**src/rtl/fifo_arb_pkg.sv**
```systemverilog
// Shared types and helpers for the FIFO write-port arbiter.
package fifo_arb_pkg;

    typedef enum logic {
        IDLE  = 1'b0,
        BURST = 1'b1
    } arb_state_t;

    localparam int unsigned RR_MAX_REQ = 32;
    localparam int unsigned RR_IDX_W   = 5;

    typedef struct packed {
        logic                found;
        logic [RR_IDX_W-1:0] index;
    } rr_pick_t;

    // (a + b) mod n, assuming a < n and b < n, so one subtraction is enough.
    function automatic int unsigned rr_wrap_add(input int unsigned a,
                                                input int unsigned b,
                                                input int unsigned n);
        int unsigned s;
        s = a + b;
        if (s >= n) s = s - n;
        return s;
    endfunction

    // Reference round-robin search: first set bit of req[n-1:0] at or above
    // ptr, wrapping n-1 -> 0. Returns {found, index}.
    function automatic rr_pick_t rr_pick(input logic [RR_MAX_REQ-1:0] req,
                                         input int unsigned n,
                                         input int unsigned ptr);
        rr_pick_t    res;
        int unsigned j;
        res = '0;
        for (int unsigned k = 0; k < RR_MAX_REQ; k++) begin
            if (k < n && !res.found) begin
                j = rr_wrap_add(ptr, k, n);
                if (req[RR_IDX_W'(j)]) begin
                    res.found = 1'b1;
                    res.index = RR_IDX_W'(j);
                end
            end
        end
        return res;
    endfunction

endpackage

```
**src/rtl/fifo_wr_arbiter_picker.sv**
```systemverilog
// Round-robin priority picker: rotate requests so the pointer lands on bit 0,
// priority-encode the lowest set bit, then rotate the index back.
module rr_priority_picker
    import fifo_arb_pkg::*;
#(
    parameter int N_REQ = 4
) (
    input  logic [N_REQ-1:0]         req_i,
    input  logic [$clog2(N_REQ)-1:0] ptr_i,
    output logic                     found_o,
    output logic [$clog2(N_REQ)-1:0] idx_o
);

    localparam int PW = $clog2(N_REQ);

    logic [N_REQ-1:0] rot;
    logic [PW-1:0]    rot_idx;

    // Rotate requests so position ptr_i becomes bit 0 (wraps for any N_REQ).
    always_comb begin
        rot = '0;
        for (int i = 0; i < N_REQ; i++) begin
            rot[i] = req_i[PW'(rr_wrap_add(32'(ptr_i), i, N_REQ))];
        end
    end

    // Lowest set bit of the rotated vector is the closest requester to ptr_i.
    always_comb begin
        found_o = 1'b0;
        rot_idx = '0;
        for (int i = N_REQ - 1; i >= 0; i--) begin
            if (rot[i]) begin
                found_o = 1'b1;
                rot_idx = PW'(i);
            end
        end
    end

    assign idx_o = PW'(rr_wrap_add(32'(ptr_i), 32'(rot_idx), N_REQ));

endmodule

```
**src/rtl/fifo_wr_arbiter.sv**
```systemverilog
// Shares one FIFO write port between N_REQ producers. Round-robin winner keeps
// the port for up to MAX_BURST beats; no beat is issued while the FIFO is full.
// Handshake: a producer holds req[i] with its beat on req_data until gnt[i]
// pulses; the beat is written to the FIFO in that same cycle (zero latency).
module fifo_wr_arbiter
    import fifo_arb_pkg::*;
#(
    parameter int N_REQ      = 4,
    parameter int DATA_WIDTH = 8,
    parameter int MAX_BURST  = 4
) (
    input  logic                          clk,
    input  logic                          rst_n,
    input  logic [N_REQ-1:0]              req,
    input  logic [N_REQ*DATA_WIDTH-1:0]   req_data,
    output logic [N_REQ-1:0]              gnt,
    input  logic                          fifo_full,
    output logic                          fifo_w_en,
    output logic [DATA_WIDTH-1:0]         fifo_data_in,
    output logic                          busy,
    output logic [$clog2(N_REQ)-1:0]      owner
);

    localparam int PW = $clog2(N_REQ);
    localparam int BW = $clog2(MAX_BURST + 1);
    localparam logic [BW-1:0] LAST_BEAT = BW'(MAX_BURST);
    localparam logic [BW-1:0] ONE_BEAT  = BW'(1);

    arb_state_t       state_q, state_d;
    logic [PW-1:0]    rr_ptr_q, rr_ptr_d;
    logic [PW-1:0]    owner_q, owner_d;
    logic [BW-1:0]    beat_cnt_q, beat_cnt_d;
    logic [N_REQ-1:0] gnt_c;
    logic             pick_found;
    logic [PW-1:0]    pick_idx;
    logic [PW-1:0]    owner_next;
    logic [PW-1:0]    pick_next;

    rr_priority_picker #(.N_REQ(N_REQ)) u_picker (
        .req_i   (req),
        .ptr_i   (rr_ptr_q),
        .found_o (pick_found),
        .idx_o   (pick_idx)
    );

    assign owner_next = PW'(rr_wrap_add(32'(owner_q), 1, N_REQ));
    assign pick_next  = PW'(rr_wrap_add(32'(pick_idx), 1, N_REQ));

    // Grant and next-state decision; other requesters are ignored mid-burst.
    always_comb begin
        state_d    = state_q;
        rr_ptr_d   = rr_ptr_q;
        owner_d    = owner_q;
        beat_cnt_d = beat_cnt_q;
        gnt_c      = '0;
        case (state_q)
            IDLE: begin
                if (pick_found && !fifo_full) begin
                    gnt_c[pick_idx] = 1'b1;
                    owner_d         = pick_idx;
                    beat_cnt_d      = ONE_BEAT;
                    if (MAX_BURST == 1) rr_ptr_d = pick_next;
                    else                state_d  = BURST;
                end
            end
            BURST: begin
                if (req[owner_q]) begin
                    // A full FIFO stalls the burst: owner and beat count hold.
                    if (!fifo_full) begin
                        gnt_c[owner_q] = 1'b1;
                        beat_cnt_d     = beat_cnt_q + ONE_BEAT;
                        if (beat_cnt_q + ONE_BEAT == LAST_BEAT) begin
                            state_d  = IDLE;
                            rr_ptr_d = owner_next;
                        end
                    end
                end else begin
                    // Owner ran dry: release with a one-cycle bubble.
                    state_d  = IDLE;
                    rr_ptr_d = owner_next;
                end
            end
            default: state_d = IDLE;
        endcase
    end

    // Arbiter state registers.
    always_ff @(posedge clk or negedge rst_n) begin
        if (!rst_n) begin
            state_q    <= IDLE;
            rr_ptr_q   <= '0;
            owner_q    <= '0;
            beat_cnt_q <= '0;
        end else begin
            state_q    <= state_d;
            rr_ptr_q   <= rr_ptr_d;
            owner_q    <= owner_d;
            beat_cnt_q <= beat_cnt_d;
        end
    end

    // Grants are combinational, so reset must mask them directly.
    assign gnt       = rst_n ? gnt_c : '0;
    assign fifo_w_en = |gnt;
    assign busy      = (state_q == BURST);
    assign owner     = owner_q;

    // Write-data mux: slice of the granted producer, zero when idle.
    always_comb begin
        fifo_data_in = '0;
        for (int i = 0; i < N_REQ; i++) begin
            if (gnt[i]) fifo_data_in = fifo_data_in | req_data[i*DATA_WIDTH +: DATA_WIDTH];
        end
    end

endmodule

```
**config.mk**
```make
export PLATFORM = sky130hd
export DESIGN_NAME = fifo_wr_arbiter
export DESIGN_NICKNAME = d
export VERILOG_FILES = /design/src/rtl/fifo_arb_pkg.sv /design/src/rtl/fifo_wr_arbiter_picker.sv /design/src/rtl/fifo_wr_arbiter.sv
export SDC_FILE = /design/constraint.sdc
export NUM_CORES = 1
export LEC_CHECK = 0
export ABC_CLOCK_PERIOD_IN_PS = 4800
export BUFFER_PORTS_ARGS = -buffer_cell sky130_fd_sc_hd__buf_2
export CAP_MARGIN = 10
export CORE_MARGIN = 2
export CORE_UTILIZATION = 51
export DETAILED_ROUTE_END_ITERATION = 8
export PLACE_DENSITY = 0.86
export SLEW_MARGIN = 30
export SYNTH_ARGS = -nofsm -noshare
export SYNTH_HDL_FRONTEND = slang
export SYNTH_SLANG_ARGS = --single-unit
```
**constraint.sdc**
```tcl
create_clock -name clk -period 4.8 [get_ports clk]
set_input_delay 0.24 -clock clk [delete_from_list [all_inputs] [get_ports clk]]
set_output_delay 0.24 -clock clk [all_outputs]
set_load 0.01 [all_outputs]
```
# Word level (Yosys, flattened, before mapping)
# Cells that the tools add are included.
# totals
ff_bits	8
input_bits	39
out_inout_bits	16
wordCells	97
# classes
add_sub_neg	12
n_lt_le_gt_ge	14
n_eq_ne	6
mux	49
n_bitwise	4
n_reduce_logical	8
# op_table
op	n
$mux W8	4
$mux W2	13
$or A8 B8 Y8	3
$lt A2 B3 Y1 const B	6
$mux W4	4
$ge A3 B3 Y1 const B	5
$mux W1	15
$sub A2 B1 Y2 const B	6
$bmux W1 S2	5
$mux W3	3
$pmux W4 S2	1
$add A2 B1 Y3 const B	2
$add A2 B2 Y3 const B	2
$ne A2 B2 Y1 const B	3
$pmux W3 S2	1
$reduce_and A3 Y1	2
$demux W1 S2	2
$ge A2 B1 Y1 const B	2
$ne A2 B1 Y1 const B	2
$reduce_or A4 Y1	1
$add A2 B2 Y3	1
$add A3 B1 Y3 const B	1
$eq A3 B3 Y1 const B	1
$ge A2 B3 Y1 const B	1
other kinds (5)	7

# Longest topological paths before layout
# logic_depth
word_depth	26
mapped_depth	12
mapped_depth_nobuf	10

# Hierarchy
# From an unflattened synthesis, not the netlist that was laid out.
# hier_totals
cells_unflattened	139
hier_area_um2	1188.6
# modules_own_cells
mod	instances	cells_per_inst	area_per_inst_um2	seq_area_each_um2
fifo_wr_arbiter	1	114	1022.2	200.2
rr_priority_picker	1	25	166.4	0.0

# Least setup slack after synthesis
# No wires, ideal clock.
# synth_path
path_kind	reg-to-output
from	reg rr_ptr_q[0]
to	out fifo_data_in[0]
t_arrival_ns	2.189
required_time_ns	4.560
slack_ns	2.371
path_stages_with_launch	13
n_path_buf	2
path_cell_list	dfrtp_1 > buf_6 > nand2_1 > nor2_1 > a211oi_1 > a21oi_1 > a211o_1 > ha_1 > xnor2_1 > xnor2_1 > buf_6 > mux2i_1 > o221ai_2
# synth_between
elab_chain_len	26
elab_cells_between_ends	51
# synth_lines
element	line	rtl
start: declaration	fifo_wr_arbiter.sv:30	logic [PW-1:0] rr_ptr_q, rr_ptr_d;
start signal: assignment	fifo_wr_arbiter.sv:96	rr_ptr_q <= rr_ptr_d;
$add A2 B2 Y3	fifo_arb_pkg.sv:22	s = a + b;
$ge A3 B3 Y1 or $sub A2 B1 Y2 (tied branches)	fifo_arb_pkg.sv:23	if (s >= n) s = s - n;
$mux W2	fifo_arb_pkg.sv:23	
$bmux W1 S2	fifo_wr_arbiter_picker.sv:23	rot[i] = req_i[PW'(rr_wrap_add(32'(ptr_i), i, N_REQ))];
$mux W1 (not written as such)	fifo_wr_arbiter_picker.sv:23	
$mux W2 (4 in series)	fifo_wr_arbiter_picker.sv:32	if (rot[i]) begin
$add A2 B2 Y3	fifo_arb_pkg.sv:22	
$ge A3 B3 Y1 or $sub A2 B1 Y2 (tied branches)	fifo_arb_pkg.sv:23	
[... 7 more ...]	-	
$mux W4 (*)	fifo_wr_arbiter.sv:103	assign gnt = rst_n ? gnt_c : '0;
$mux W8	fifo_wr_arbiter.sv:112	if (gnt[i]) fifo_data_in = fifo_data_in | req_data[i*DATA_WIDTH +: DATA_WIDTH];
$or A8 B8 Y8	fifo_wr_arbiter.sv:112	
$mux W8	fifo_wr_arbiter.sv:112	
$or A8 B8 Y8	fifo_wr_arbiter.sv:112	
$mux W8	fifo_wr_arbiter.sv:112	
$or A8 B8 Y8	fifo_wr_arbiter.sv:112	
$mux W8 (*)	fifo_wr_arbiter.sv:112	
end: declaration	fifo_wr_arbiter.sv:19	output logic [DATA_WIDTH-1:0] fifo_data_in,
# Every way passes the cells marked *; elsewhere a longest branch is shown, timed or not. The select of a mux whose other input is x is not followed.

# Worst setup path in the final report
# layout_path
from	reg rr_ptr_q[0]
to	out fifo_data_in[6]
# The elaborated chain is that of the path after synthesis.

==> results.py <==
metrics = {
    "clocking": {
        "cts_sinks": 8,
        "clkTransAtPathRegs_ns": 0.06,
        "cts_root_buffer": "clkbuf_4",
        "cts_made_buffers": 3,
        "h-tree-depth": 1,
        "cts_tree": "yes",
        "cts.repair.resized": 0,
        "clkLatencyLatePin_ns": 0.26,
        "cts_buffer_depth": 2,
    },
    "sta": {
        "layout_setup_ws_ns": 1.41,
        "worst_pin_slew_ns": 0.656,
        "slew_headroom_pct": 56.1,
        "fin_crit_sh_pct": 70.5,
        "report.final.hold_viol_count": 0,
        "max_freq_mhz": 295,
        "maxSlewViolCount": 0,
        "setup_viol": 0,
        "tns_ns": 0,
        "finalClockSkew_ns": 0.00594,
        "rsz0062_at_grt": "no",
        "holdWs_ns": 0.372,
        "period_needed_ns": 3.39,
    },
    "drt": {
        "routed_via_density": 6.40,
        "drc_errors": 0,
        "firstDrtPassIters": 4,
        "avgRoutedWirePerCell_um": 15.4,
        "postRouteAntennaNets": 0,
        "drt_wl_total_um": 3500,
        "drt_iter0_drc": 72,
        "vias": 1459,
    },
    "power_and_ir_drop": {
        "p_leak_nw": 0.716,
        "total_power_mw": 0.858,
        "vdd_drop_max_uv": 445,
        "powerDensity_mw_per_mm2": 566,
    },
    "worst_setup_path": {
        "reg2reg_from": "rr_ptr_q[0]",
        "r2r_setup_slack_ns": 2.46,
        "r2r_end": "owner[1]",
        "worst_ep_required_time_ns": 4.56,
        "worst_ep_arrival_time_ns": 3.15,
        "worstRegToRegCells": 9,
        "end_kind": "primary output",
        "cp_cell_sequence": "nor2_1 > a211oi_1 > a21oi_1 > a211o_1 > ha_1 > xnor2_1 > xnor2_2 > buf_4 > nand2b_1 > o221ai_2 > buf_2",
        "critical-path-max-stage-delay_ns": 0.56,
        "start_kind": "flip-flop",
        "crit_fanout": 22,
        "worst_path_max_delay_cell": "dfrtp_1",
        "critical_path_class": "reg -> out",
    },
    "floorplan": {
        "chipHeight_um": 53.2,
        "core_mm2": 0.00225,
        "row_count": 17,
        "ios": 55,
        "die_area_mm2": 0.00283,
        "start_util_pct": 54.8,
        "dieWidth_um": 53.2,
    },
    "yosys": {
        "ys_ff_latch": 8,
        "ys_warn_count": 0,
        "synth_cells": 154,
        "syn_area_mm2": 0.00123,
        "synth_top_area_share_pct": 16.2,
        "synth_seq_area_share_pct": 16.2,
        "yosys-top-cells-area": "dfrtp_1 16%, a22oi_1 10%, o221ai_2 9.7%",
        "synth_cell_types": 38,
        "yosysTopAreaCell": "dfrtp_1",
        "synth_nets": 200,
        "synth_area_per_cell_um2": 8.02,
    },
    "global_route": {
        "grt_pass1_wl_um": 5560,
        "antenna_found_initial": 0,
        "grt_max_degree": 23,
        "grt_usage_pct": 26.0,
        "grt-ovfl-total": 0,
        "grt_pass1_vias": 1309,
    },
    "place": {
        "place_ws_ns": 1.70,
        "dp.cells": 224,
        "port_buffers": 54,
        "place_hpwl_um": 2720,
        "place_congestion": 0.853,
        "placed_area_mm2": 0.00148,
    },
    "layout": {
        "syn2layout_area_growth_pct": 22.7,
        "regArea_um2": 200,
        "diodes": 0,
        "multi_input_area_um2": 925,
        "drive_gt1_share_pct": 35.5,
        "finalNetCount": 248,
        "n_fill_cell": 189,
        "post-route-cell-area_mm2": 0.00152,
        "final_util_pct": 67.2,
        "layout.cells.non_filler": 228,
    },
    "run_status": {
        "outcome": "finished, final reports clean",
    },
    "hold_path": {
        "min_from": "fifo_full",
        "worstHoldPathType": "in -> reg",
        "min_to": "owner[0]",
        "hold_depth": 3,
    },
    "job": {
        "drv_cap": 0,
    },
}
-- cell usage in the layout (no fill, tap or decap), types with 2 or more instances in the layout --
| cell | count |
|---|---|
| inv_1 | 12 |
| o221ai_2 | 8 |
| nand2b_1 | 4 |
| a211o_1 | 2 |
| nor2_1 | 10 |
| ha_1 | 7 |
| a32oi_1 | 2 |
| o21ai_0 | 5 |
| and2_1 | 2 |
| a31oi_1 | 9 |
| nor3_1 | 3 |
| nand2_1 | 12 |
| a22oi_1 | 17 |
| buf_2 | 54 |
| a21oi_1 | 10 |
| nor2b_1 | 2 |
| clkbuf_4 | 3 |
| dfrtp_1 | 8 |
| o21ai_1 | 3 |
| mux2i_1 | 9 |
| xnor2_1 | 2 |
-- cell type report --
class / instances / area share (%)
multi-input cells: 121 / 61.0
repair buffers: 56 / 19.0
flip-flops and latches: 8 / 13.2
inverters: 12 / 2.97
well taps: 28 / 2.31
clock buffers: 3 / 1.49
-- Yosys cell counts (all sizes together) --
library cell	instances
a22oi	17
inv	12
nand2	12
a21oi	10
buf	10
nor2	10
a31oi	9
mux2i	9
dfrtp	8
o21ai	8
o221ai	8
ha	7
nand2b	4
clkbuf	3
nor3	3
xnor2	3
a211o	2
a211oi	2
a32oi	2
and2	2
nor2b	2
o32ai	2
a21boi	1
and3	1
mux2	1
mux4	1
nand4b	1
nor3b	1
nor4	1
o31ai	1
o41ai	1
-- how the worst max path moves through the flow --
stage,from,endpoint,slack (ns),cells after the start
3_3_place_gp,rr_ptr_q[0],fifo_data_in[6],1.86,11
6_report,rr_ptr_q[0],fifo_data_in[6],1.41,11
5_1_grt,rr_ptr_q[0],fifo_data_in[6],1.22,11
2_1_floorplan,rr_ptr_q[0],fifo_data_in[0],2.37,12
4_1_cts,rr_ptr_q[0],fifo_data_in[6],1.42,11
3_5_place_dp,rr_ptr_q[0],fifo_data_in[6],1.70,11
-- power by group --
group	switching, mW	internal [mW]	total (mW)	leakage [nW]
logic	0.373	0.284	0.657	0.604
registers	0.0502	0.0977	0.148	0.0979
clock network	0.0244	0.0287	0.0532	0.0138
-- state kept, by name, summed over array words and instances, names as in the netlist --
name / count
busy: 1
owner: 2
rr_ptr_q: 2
beat_cnt_q: 3
-- per-layer routing --
metal / track usage (%) / wire (µm) / vias to the layer above
li1: - / - / 687
met1: 32.3 / 1390 / 688
met2: 45.9 / 1830 / 74
met3: 1.41 / 219 / 10
met4: 10.7 / 59 / 0
met5: 0 / 0 / -
-- what timing repair did --
item / in CTS / in global routing
hold buffers: 1 / 0
hold endpoints to repair: 8 / 0
setup buffers: 0 / 0
-- kinds of logic after synthesis --
kind of cell | share of synthesized area [%]
compound gates | 40.3
simple gates | 14.3
buf+inv | 9.93
mux | 10.0
flops | 16.2
fa+ha+maj | 7.09
xor+xnor | 2.13
-- worst max-delay path: cells and delay by family, from the launching register on --
kind | cells | cell delay (ns)
and+or+nand+nor | 2 | 0.57
buffers and inverters | 2 | 0.44
adders and majority gates | 1 | 0.20
xor gates and xnor gates | 2 | 0.38
AOI/OAI and AO/OA | 4 | 0.72
DFF | 1 | 0.56
Note: power is estimated with default switching activity, not from simulation.
